===== src/rtl/grid_lane_serializer.sv =====
// Purpose: snapshot one lane of a flattened lane bus and shift it out MSB-first with an even-parity bit.
// Latency: first bit one cycle after accept; parity at +WIDTH+1; ready again at +WIDTH+2+GAP.
// Backpressure: req_ready only in IDLE; requests outside IDLE are ignored (no queuing).
module grid_lane_serializer #(
  parameter int LANES = 6,
  parameter int WIDTH = 32,
  parameter int SEL_W = 3,
  parameter int GAP   = 2
) (
  input  logic                   clk,
  input  logic                   rst,
  input  logic [LANES*WIDTH-1:0] lane_data,
  input  logic                   req_valid,
  input  logic [SEL_W-1:0]       req_lane,
  output logic                   req_ready,
  input  logic                   err_clr,
  output logic                   ser_data,
  output logic                   ser_valid,
  output logic                   ser_first,
  output logic                   ser_last,
  output logic                   err_sel
);

  localparam int CNT_W = $clog2(WIDTH + 1);
  localparam int GAP_W = $clog2(GAP + 2);
  localparam logic [CNT_W-1:0] CNT_LAST  = CNT_W'(WIDTH);
  localparam logic [GAP_W-1:0] GAP_LAST  = GAP_W'((GAP > 0) ? GAP - 1 : 0);
  localparam logic [SEL_W:0]   LANES_LIM = (SEL_W + 1)'(LANES);

  typedef enum logic [1:0] {S_IDLE, S_SHIFT, S_PAR, S_GAP} state_t;

  state_t             state_q, state_d;
  logic [WIDTH-1:0]   shift_q, shift_d;
  logic [CNT_W-1:0]   cnt_q, cnt_d;
  logic [GAP_W-1:0]   gap_q, gap_d;
  logic               par_q, par_d;
  logic               ser_data_q, ser_data_d;
  logic               ser_valid_q, ser_valid_d;
  logic               ser_first_q, ser_first_d;
  logic               ser_last_q, ser_last_d;
  logic               err_q, err_d;

  logic               accept;
  logic               lane_ok;
  logic [WIDTH-1:0]   lane_word;

  // Ready is gated by reset so nothing is accepted while the block is held in reset.
  assign req_ready = (state_q == S_IDLE) && !rst;
  assign accept    = req_valid && req_ready;
  assign lane_ok   = {1'b0, req_lane} < LANES_LIM;

  // Select the requested lane; out-of-range indices yield zero and are never captured.
  always_comb begin
    lane_word = '0;
    for (int k = 0; k < LANES; k++) begin
      if (req_lane == SEL_W'(k)) lane_word = lane_data[k*WIDTH +: WIDTH];
    end
  end

  // Next-state and next-output logic; serial outputs are computed one cycle ahead and registered.
  always_comb begin
    state_d     = state_q;
    shift_d     = shift_q;
    cnt_d       = cnt_q;
    gap_d       = gap_q;
    par_d       = par_q;
    ser_data_d  = 1'b0;
    ser_valid_d = 1'b0;
    ser_first_d = 1'b0;
    ser_last_d  = 1'b0;
    err_d       = err_clr ? 1'b0 : err_q;

    case (state_q)
      S_IDLE: begin
        if (accept) begin
          if (lane_ok) begin
            // MSB goes out immediately; the shift register keeps the remaining bits.
            ser_data_d  = lane_word[WIDTH-1];
            ser_valid_d = 1'b1;
            ser_first_d = 1'b1;
            shift_d     = {lane_word[WIDTH-2:0], 1'b0};
            par_d       = lane_word[WIDTH-1];
            cnt_d       = CNT_W'(1);
            state_d     = S_SHIFT;
          end else begin
            // Bad index sets the sticky flag; it wins over a same-cycle clear.
            err_d = 1'b1;
          end
        end
      end
      S_SHIFT: begin
        // cnt_q counts bits already presented, including the one on the pin now.
        ser_valid_d = 1'b1;
        if (cnt_q == CNT_LAST) begin
          ser_data_d = par_q;
          ser_last_d = 1'b1;
          state_d    = S_PAR;
        end else begin
          ser_data_d = shift_q[WIDTH-1];
          par_d      = par_q ^ shift_q[WIDTH-1];
          shift_d    = {shift_q[WIDTH-2:0], 1'b0};
          cnt_d      = cnt_q + CNT_W'(1);
        end
      end
      S_PAR: begin
        if (GAP == 0) begin
          state_d = S_IDLE;
        end else begin
          gap_d   = '0;
          state_d = S_GAP;
        end
      end
      S_GAP: begin
        if (gap_q == GAP_LAST) state_d = S_IDLE;
        else                   gap_d   = gap_q + GAP_W'(1);
      end
      default: state_d = S_IDLE;
    endcase
  end

  // State and output registers with synchronous reset; reset drops any frame in flight.
  always_ff @(posedge clk) begin
    if (rst) begin
      state_q     <= S_IDLE;
      shift_q     <= '0;
      cnt_q       <= '0;
      gap_q       <= '0;
      par_q       <= 1'b0;
      ser_data_q  <= 1'b0;
      ser_valid_q <= 1'b0;
      ser_first_q <= 1'b0;
      ser_last_q  <= 1'b0;
      err_q       <= 1'b0;
    end else begin
      state_q     <= state_d;
      shift_q     <= shift_d;
      cnt_q       <= cnt_d;
      gap_q       <= gap_d;
      par_q       <= par_d;
      ser_data_q  <= ser_data_d;
      ser_valid_q <= ser_valid_d;
      ser_first_q <= ser_first_d;
      ser_last_q  <= ser_last_d;
      err_q       <= err_d;
    end
  end

  assign ser_data  = ser_data_q;
  assign ser_valid = ser_valid_q;
  assign ser_first = ser_first_q;
  assign ser_last  = ser_last_q;
  assign err_sel   = err_q;

endmodule

===== config.mk =====
export PLATFORM = sky130hd
export DESIGN_NAME = grid_lane_serializer
export DESIGN_NICKNAME = d
export VERILOG_FILES = /design/src/rtl/grid_lane_serializer.sv
export SDC_FILE = /design/constraint.sdc
export NUM_CORES = 1
export LEC_CHECK = 0
export ABC_AREA = 1
export CORE_MARGIN = 5
export CORE_UTILIZATION = 36
export CTS_CLUSTER_DIAMETER = 60
export DETAILED_ROUTE_END_ITERATION = 12
export GPL_TIMING_DRIVEN = 0
export PLACE_DENSITY_LB_ADDON = 0.25
export REMOVE_ABC_BUFFERS = 1
export SKIP_LAST_GASP = 1
export SLEW_MARGIN = 20
export SYNTH_ARGS = -nofsm -noshare
export SYNTH_HDL_FRONTEND = slang
export SYNTH_SLANG_ARGS = --single-unit

===== constraint.sdc =====
create_clock -name clk -period 1.8 [get_ports clk]
set_clock_uncertainty 0.2 [all_clocks]
set_input_delay 0.45 -clock clk [delete_from_list [all_inputs] [get_ports clk]]
set_output_delay 0.45 -clock clk [all_outputs]
set_load 0.005 [all_outputs]

==> impl_metrics.csv, run 1 <==
group,metric,value,unit
synth,netlist-cell-type-count,29,
sta,rsz0062_at_grt,"true",
grt,grt_util_all_layers,25.22,%
sta,finalMaxSlewViolations,0,
placement,portBuffers,204,
die,fp.dieArea,12360,sq um
sta,fin_crit_sh,101.7,%
sta,hold_viol_final,0,
finish,syn2layout_area_growth,73.82,%
setup_path,critPathRequiredTime,1.77,ns
finish,layout-drive-gt1-share,14.85,%
routing,vias,5085,
hold_path,hold_end,"shift_q[1]",
synth,synth_area_per_cell,5.867,sq um
synth,synth_top_area_share,25.53,%
power_and_ir_drop,p_leak,0.002623,uW
synth,netlist_area,3685,sq um
setup_path,r2r-end,"shift_q[28]",
clock_network,tritoncts,"built",
die,core-area,10140,sq um
placement,dpl.hpwl,9.813,mm
outcome,status,"finished with violations",
sta,period_needed,1.831,ns
clock_network,cts_max_level,2,
finish,num_antenna_cells,0,
synth,synth_common_cells,"248 x nand2_1, 66 x a21oi_1, 55 x o21ai_0",
setup_path,worstSetupStartpoint,"state_q[0]",
job,maxCapViolCount,0,
setup_path,cpMostUsedCell,"a21oi_1",
synth,yosysTopAreaCell,"dfxtp_1",
setup_path,max_stage_delay,0.39,ns
finish,fillCellCount,897,
hold_path,worstHoldStart,"shift_q[1]",
clock_network,clock_latency,0.30,ns
finish,fin_util,63.17,%
setup_path,critPathLaunchType,"register",
hold_path,holdPathStages,2,
sta,setup_viol,11,
synth,syn_inst,628,
clock_network,path_clk_slew,0.09,ns
routing,vias_per_cell,5.237,
grt,grt_pass1_wl,25.18,mm
clock_network,cts_buffers,5,
synth,synth_edf_count,0,
die,fp.dieH,111.2,microns
setup_path,worstPathCellList,"inv_4, ha_4, nand2_2, nand3_4, nor2_4, buf_6, inv_12, a21oi_1, a21oi_1",
setup_path,critPathArrivalTime,1.80,ns
routing,ant_nets,0,
setup_path,r2r.worst_path.cells,9,
outcome,failed_checks,"negative setup slack",
clock_network,cts_sinks,47,
finish,seq_area,950.9,sq um
die,io_pins,205,
power_and_ir_drop,ir_worst_vdd,0.0005397,V
synth,synth_ff_type,"dfxtp_1",
hold_path,hp-class,"reg2reg",
synth,yosysSeqAreaShare,25.53,%
sta,worst_pin_slew,0.5111,ns
finish,multi_input_area,2630,sq um
setup_path,r2r_start,"state_q[0]",
setup_path,cp_max_fo,31,
setup_path,ff2ff_setup_slack,-0.03,ns
die,die_w,111.2,microns
routing,first_iter_violations,313,
routing,drtPass1Iterations,5,
placement,gp_congestion,0.9267,
die,std_cell_rows,37,
setup_path,slowest_stage,"dfxtp_4",
placement,dp_slack,-2.020,ns
sta,holdWs,0.2517,ns
sta,max_clock_freq,0.5463,GHz
power_and_ir_drop,power_density,871.9,nW/um^2
synth,async_flop_share,0,%
sta,relSlewSlack,65.92,%
grt,grt_overflow_total,0,
synth,synth.area.top_cells,"dfxtp_1 26%, nand2_1 25%, a21oi_1 9.0%",
synth,yosysWarningCount,0,
finish,nNetsFinal,1040,
routing,wl_per_cell,17.01,microns
placement,placed_area,5660,sq um
sta,setup_slack,-0.03050,ns
routing,wirelength,16.51,mm
synth,synth-seq-cells,47,
finish,fin_area,6405,sq um
die,initial_utilization,36.34,%
clock_network,cts_buffer_depth,2,
synth,synth_most_common_cell,"nand2_1",
setup_path,critPathCaptureType,"register",
grt,grt_pass1_vias,5115,
clock_network,cts-root-buf,"clkbuf_8",
grt,grt_antenna_before_repair,1,
grt,grt_max_degree,40,
routing,drcViolationCount,0,
setup_path,worst-setup-path-type,"reg2reg",
==> worst max path at each step <==
stage / slack, ns / cells past startpoint / end
floorplan: -0.95 / 9 / shift_q[24]
global placement: -2.40 / 8 / shift_q[27]
detailed placement: -2.02 / 9 / shift_q[25]
CTS: -0.03 / 9 / shift_q[23]
global route: -0.09 / 9 / shift_q[19]
finish: -0.03 / 9 / shift_q[28]
==> power breakdown <==
part | leakage [uW] | internal, uW | switching [uW]
clock network | 0.0000515 | 351 | 354
registers | 0.000388 | 1370 | 199
logic | 0.00218 | 1480 | 1830
total | 0.00262 | 3200 | 2380
==> per-layer routing <==
metal	up-vias	global-route usage, %	routed length [microns]
met5	-	0	0
met4	0	8.759	506
met3	43	5.677	1490
met2	250	44.47	7975
met1	2330	29.95	6542
li1	2462	-	-
==> through the flow <==
step / cells / power, uW / setup TNS (ns)
6_report: 971 / 5585 / -0.1800
5_1_grt: 971 / 5932 / -1.920
4_1_cts: 969 / 5247 / -0.08155
3_5_place_dp: 929 / 3756 / -79.23
3_3_place_gp: 929 / 3680 / -93.02
2_1_floorplan: 589 / 2822 / -34.52
==> layout by cell type, fill, tap and decap left out, types with 3 or more instances in the layout <==
| cell type | count |
|---|---|
| or2_2 | 17 |
| ha_4 | 3 |
| a21oi_2 | 14 |
| ha_1 | 4 |
| nand2_4 | 4 |
| dfxtp_1 | 43 |
| buf_4 | 12 |
| o21ai_0 | 51 |
| buf_6 | 7 |
| clkbuf_8 | 7 |
| nand4_1 | 31 |
| nand2_1 | 239 |
| a21oi_1 | 52 |
| nor2_1 | 24 |
| inv_2 | 5 |
| or2_0 | 10 |
| inv_4 | 4 |
| nand3_1 | 11 |
| buf_12 | 6 |
| nor2_2 | 5 |
| xor2_1 | 4 |
| buf_2 | 4 |
| o21ai_1 | 7 |
| clkdlybuf4s50_1 | 196 |
| nand2_2 | 8 |
| inv_1 | 22 |
| nor2_4 | 10 |
| nor3_1 | 9 |
==> worst max-delay path, delay by kind of cell (launching register included) <==
kind            cells  cell delay, ns
simple gates        3            0.41
flops               1            0.39
buf+inv             3            0.27
compound gates      2            0.22
fa+ha+maj           1            0.18
==> cell type report <==
cell class / instances / share of cell area (%)
inverters: 36 / 3.008
clock buffers: 8 / 1.563
repair inverters: 2 / 0.2540
repair buffers: 230 / 36.61
well taps: 136 / 2.657
flip-flops and latches: 47 / 14.85
multi-input cells: 512 / 41.06
==> state kept, by name, summed over array words and instances (netlist names) <==
signal and count:
shift_q 31, cnt_q 6, gap_q 2, state_q 2, err_sel 1, par_q 1
ser_data 1, ser_first 1, ser_last 1, ser_valid 1
==> cell families (layout without fill, tap and decap cells) <==
group	after synthesis	in the layout	share of synthesized area (%)
and+or+nand+nor	365	371	42.82
DFF	47	47	25.53
xor gates and xnor gates	4	4	0.9507
buffers and inverters	75	276	10.36
adders and majority gates	7	7	2.377
AOI/OAI and AO/OA	130	130	17.96
==> what timing repair did <==
| item | CTS | global route |
|---|---|---|
| hold buffers | 0 | 0 |
| endpoints found under the setup margin | 47 | 44 |
| resized for setup | 76 | 44 |
| gates cloned | 9 | 1 |
| pin swaps | 15 | 6 |
| buffers inserted | 23 | 3 |
(Power assumes the default switching activity.)
==> run 2, diff against run 1 <==
Settings changed: CAP_MARGIN set to 0, RECOVER_POWER set to 50.
==> run 2 against run 1 <==
Against the previous run:
- the flow still finishes with violations (negative setup slack)
- register-to-register slack is essentially flat
- cell area about the same
- total power about the same
- setup slack lost 0.0069 ns
- sequential power barely moved
- flip-flop and latch count unchanged
- final cell count unchanged
- largest power group unchanged
==> impl_metrics.csv, run 2 (synthesis gave the netlist of run 1 again) <==
group,metric,value,unit
routing,drtPass1Iterations,5,
hold_path,hp-class,"reg2reg",
finish,syn2layout_area_growth,73.72,%
finish,final_common_cell,"nand2_1",
clock_network,cts_max_level,2,
routing,wirelength,16.51,mm
routing,wl_met2,7.953,mm
finish,regMostFlops,"shift_q",
setup_path,cpMostUsedCell,"a21oi_1",
routing,vias_per_cell,5.240,
routing,met3_length,1.450,mm
clock_network,cts_sinks,47,
finish,largest_reg_flops,31,
finish,nNetsFinal,1040,
die,fp.dieArea,12360,sq um
placement,placed_area,5660,sq um
clock_network,cts_buffer_depth,2,
finish,mostFrequentLayoutCells,"239 x nand2_1, 196 x clkdlybuf4s50_1, 52 x a21oi_1",
setup_path,critPathLaunchType,"register",
sta,worst_pin_slew,0.5102,ns
sta,fin_crit_sh,102.1,%
placement,dp_slack,-2.020,ns
clock_network,postCtsHoldBufs,0,
sta,relSlewSlack,65.91,%
outcome,status,"finished with violations",
routing,drcViolationCount,0,
sta,max_clock_freq,0.5442,GHz
grt,grt_pass1_wl,25.18,mm
power_and_ir_drop,power,5587,uW
sta,setup_slack,-0.03742,ns
sta,hold_viol_final,0,
outcome,failed_checks,"negative setup slack",
die,std_cell_rows,37,
job,maxCapViolCount,0,
routing,ant_nets,0,
finish,num_antenna_cells,0,
die,core-area,10140,sq um
sta,finalMaxSlewViolations,0,
grt,grt_antenna_before_repair,1,
finish,layout-drive-gt1-share,14.73,%
placement,dpl.hpwl,9.813,mm
power_and_ir_drop,p_leak,0.002604,uW
setup_path,critPathArrivalTime,1.81,ns
power_and_ir_drop,power_density,872.8,nW/um^2
setup_path,max_stage_delay,0.39,ns
finish,reg_top3,"shift_q (31), cnt_q (6)",
grt,grt_overflow_total,0,
sta,period_needed,1.837,ns
setup_path,worstPathCellList,"inv_4, ha_4, nand2_2, nand3_4, nor2_4, buf_6, inv_12, a21oi_1, a21oi_1",
grt,grt_max_degree,40,
sta,setup_viol,9,
clock_network,clock_latency,0.30,ns
grt,grt_util_all_layers,25.22,%
sta,holdWs,0.2516,ns
clock_network,path_clk_slew,0.09,ns
clock_network,tritoncts,"built",
die,die_w,111.2,microns
routing,m1WireLength,6.594,mm
setup_path,cp_max_fo,31,
routing,vias,5088,
die,io_pins,205,
setup_path,worst-setup-path-type,"reg2reg",
placement,gp_congestion,0.9267,
finish,fin_util,63.14,%
setup_path,critPathRequiredTime,1.77,ns
sta,rsz0062_at_grt,"true",
die,fp.dieH,111.2,microns
clock_network,cts-root-buf,"clkbuf_8",
routing,wl_per_cell,17.01,microns
placement,portBuffers,204,
grt,grt_pass1_vias,5115,
routing,first_iter_violations,313,
setup_path,slowest_stage,"dfxtp_4",
power_and_ir_drop,ir_worst_vdd,0.0005385,V
die,initial_utilization,36.34,%
setup_path,critPathCaptureType,"register",
routing,top_layer_used,"met4",
finish,fin_area,6401,sq um
clock_network,cts_buffers,5,
[run 2: cell types whose count changed in the layout (fill, tap and decap cells not counted), sizes merged]
| cell | change |
|---|---|
| clkdlybuf4s25 | +1 |
| dlymetal6s2s | -1 |
[run 2: power by group]
part | internal (uW) | total [uW] | leakage [uW] | switching, uW
combinational | 1480 | 3310 | 0.00217 | 1840
sequential | 1370 | 1570 | 0.000387 | 198
clock | 351 | 705 | 0.0000515 | 353
[run 2: worst max-delay path, delay by kind of cell, from the launching register on]
kind	cells	cell delay, ns
buffers and inverters	3	0.27
AND/OR/NAND/NOR	3	0.42
flip-flops	1	0.39
AO/OA/AOI/OAI	2	0.22
adder cells (fa/ha/maj)	1	0.18
[run 2: per-layer routing]
metal | track usage, % | up-vias
met4 | 8.759 | 0
met1 | 29.95 | 2338
met3 | 5.677 | 47
met5 | 0 | -
li1 | - | 2463
met2 | 44.47 | 240
[run 2: cell type report]
class,count,area [sq um]
timing repair inverter,2,16.27
multi-input combinational,512,2630
fill,898,3737
sequential,47,949.7
clock buffer,8,100.1
tap,136,170.2
inverter,36,192.7
timing repair buffer,230,2342
[run 2: worst paths after layout]
check,from,endpoint,slack (ns),cells past startpoint
worst max-delay path,state_q[0],shift_q[28],-0.04,9
worst min-delay path,shift_q[1],shift_q[1],0.25,2
worst max register to register,state_q[0],shift_q[28],-0.04,9
worst min register to register,shift_q[1],shift_q[1],0.25,2
[run 2: through the flow]
| stage | instances | TNS [ns] |
|---|---|---|
| after global routing | 971 | -1.920 |
| after global placement | 929 | -93.02 |
| after detailed placement | 929 | -79.23 |
| after CTS | 969 | -0.08155 |
| after floorplan | 589 | -34.52 |
| final | 971 | -0.2083 |
[run 2: what timing repair did]
action,4_1_cts,5_1_grt
resized for setup,76,44
setup endpoints to repair,47,44
gates cloned,9,1
setup buffers,23,3
pin swaps,15,6
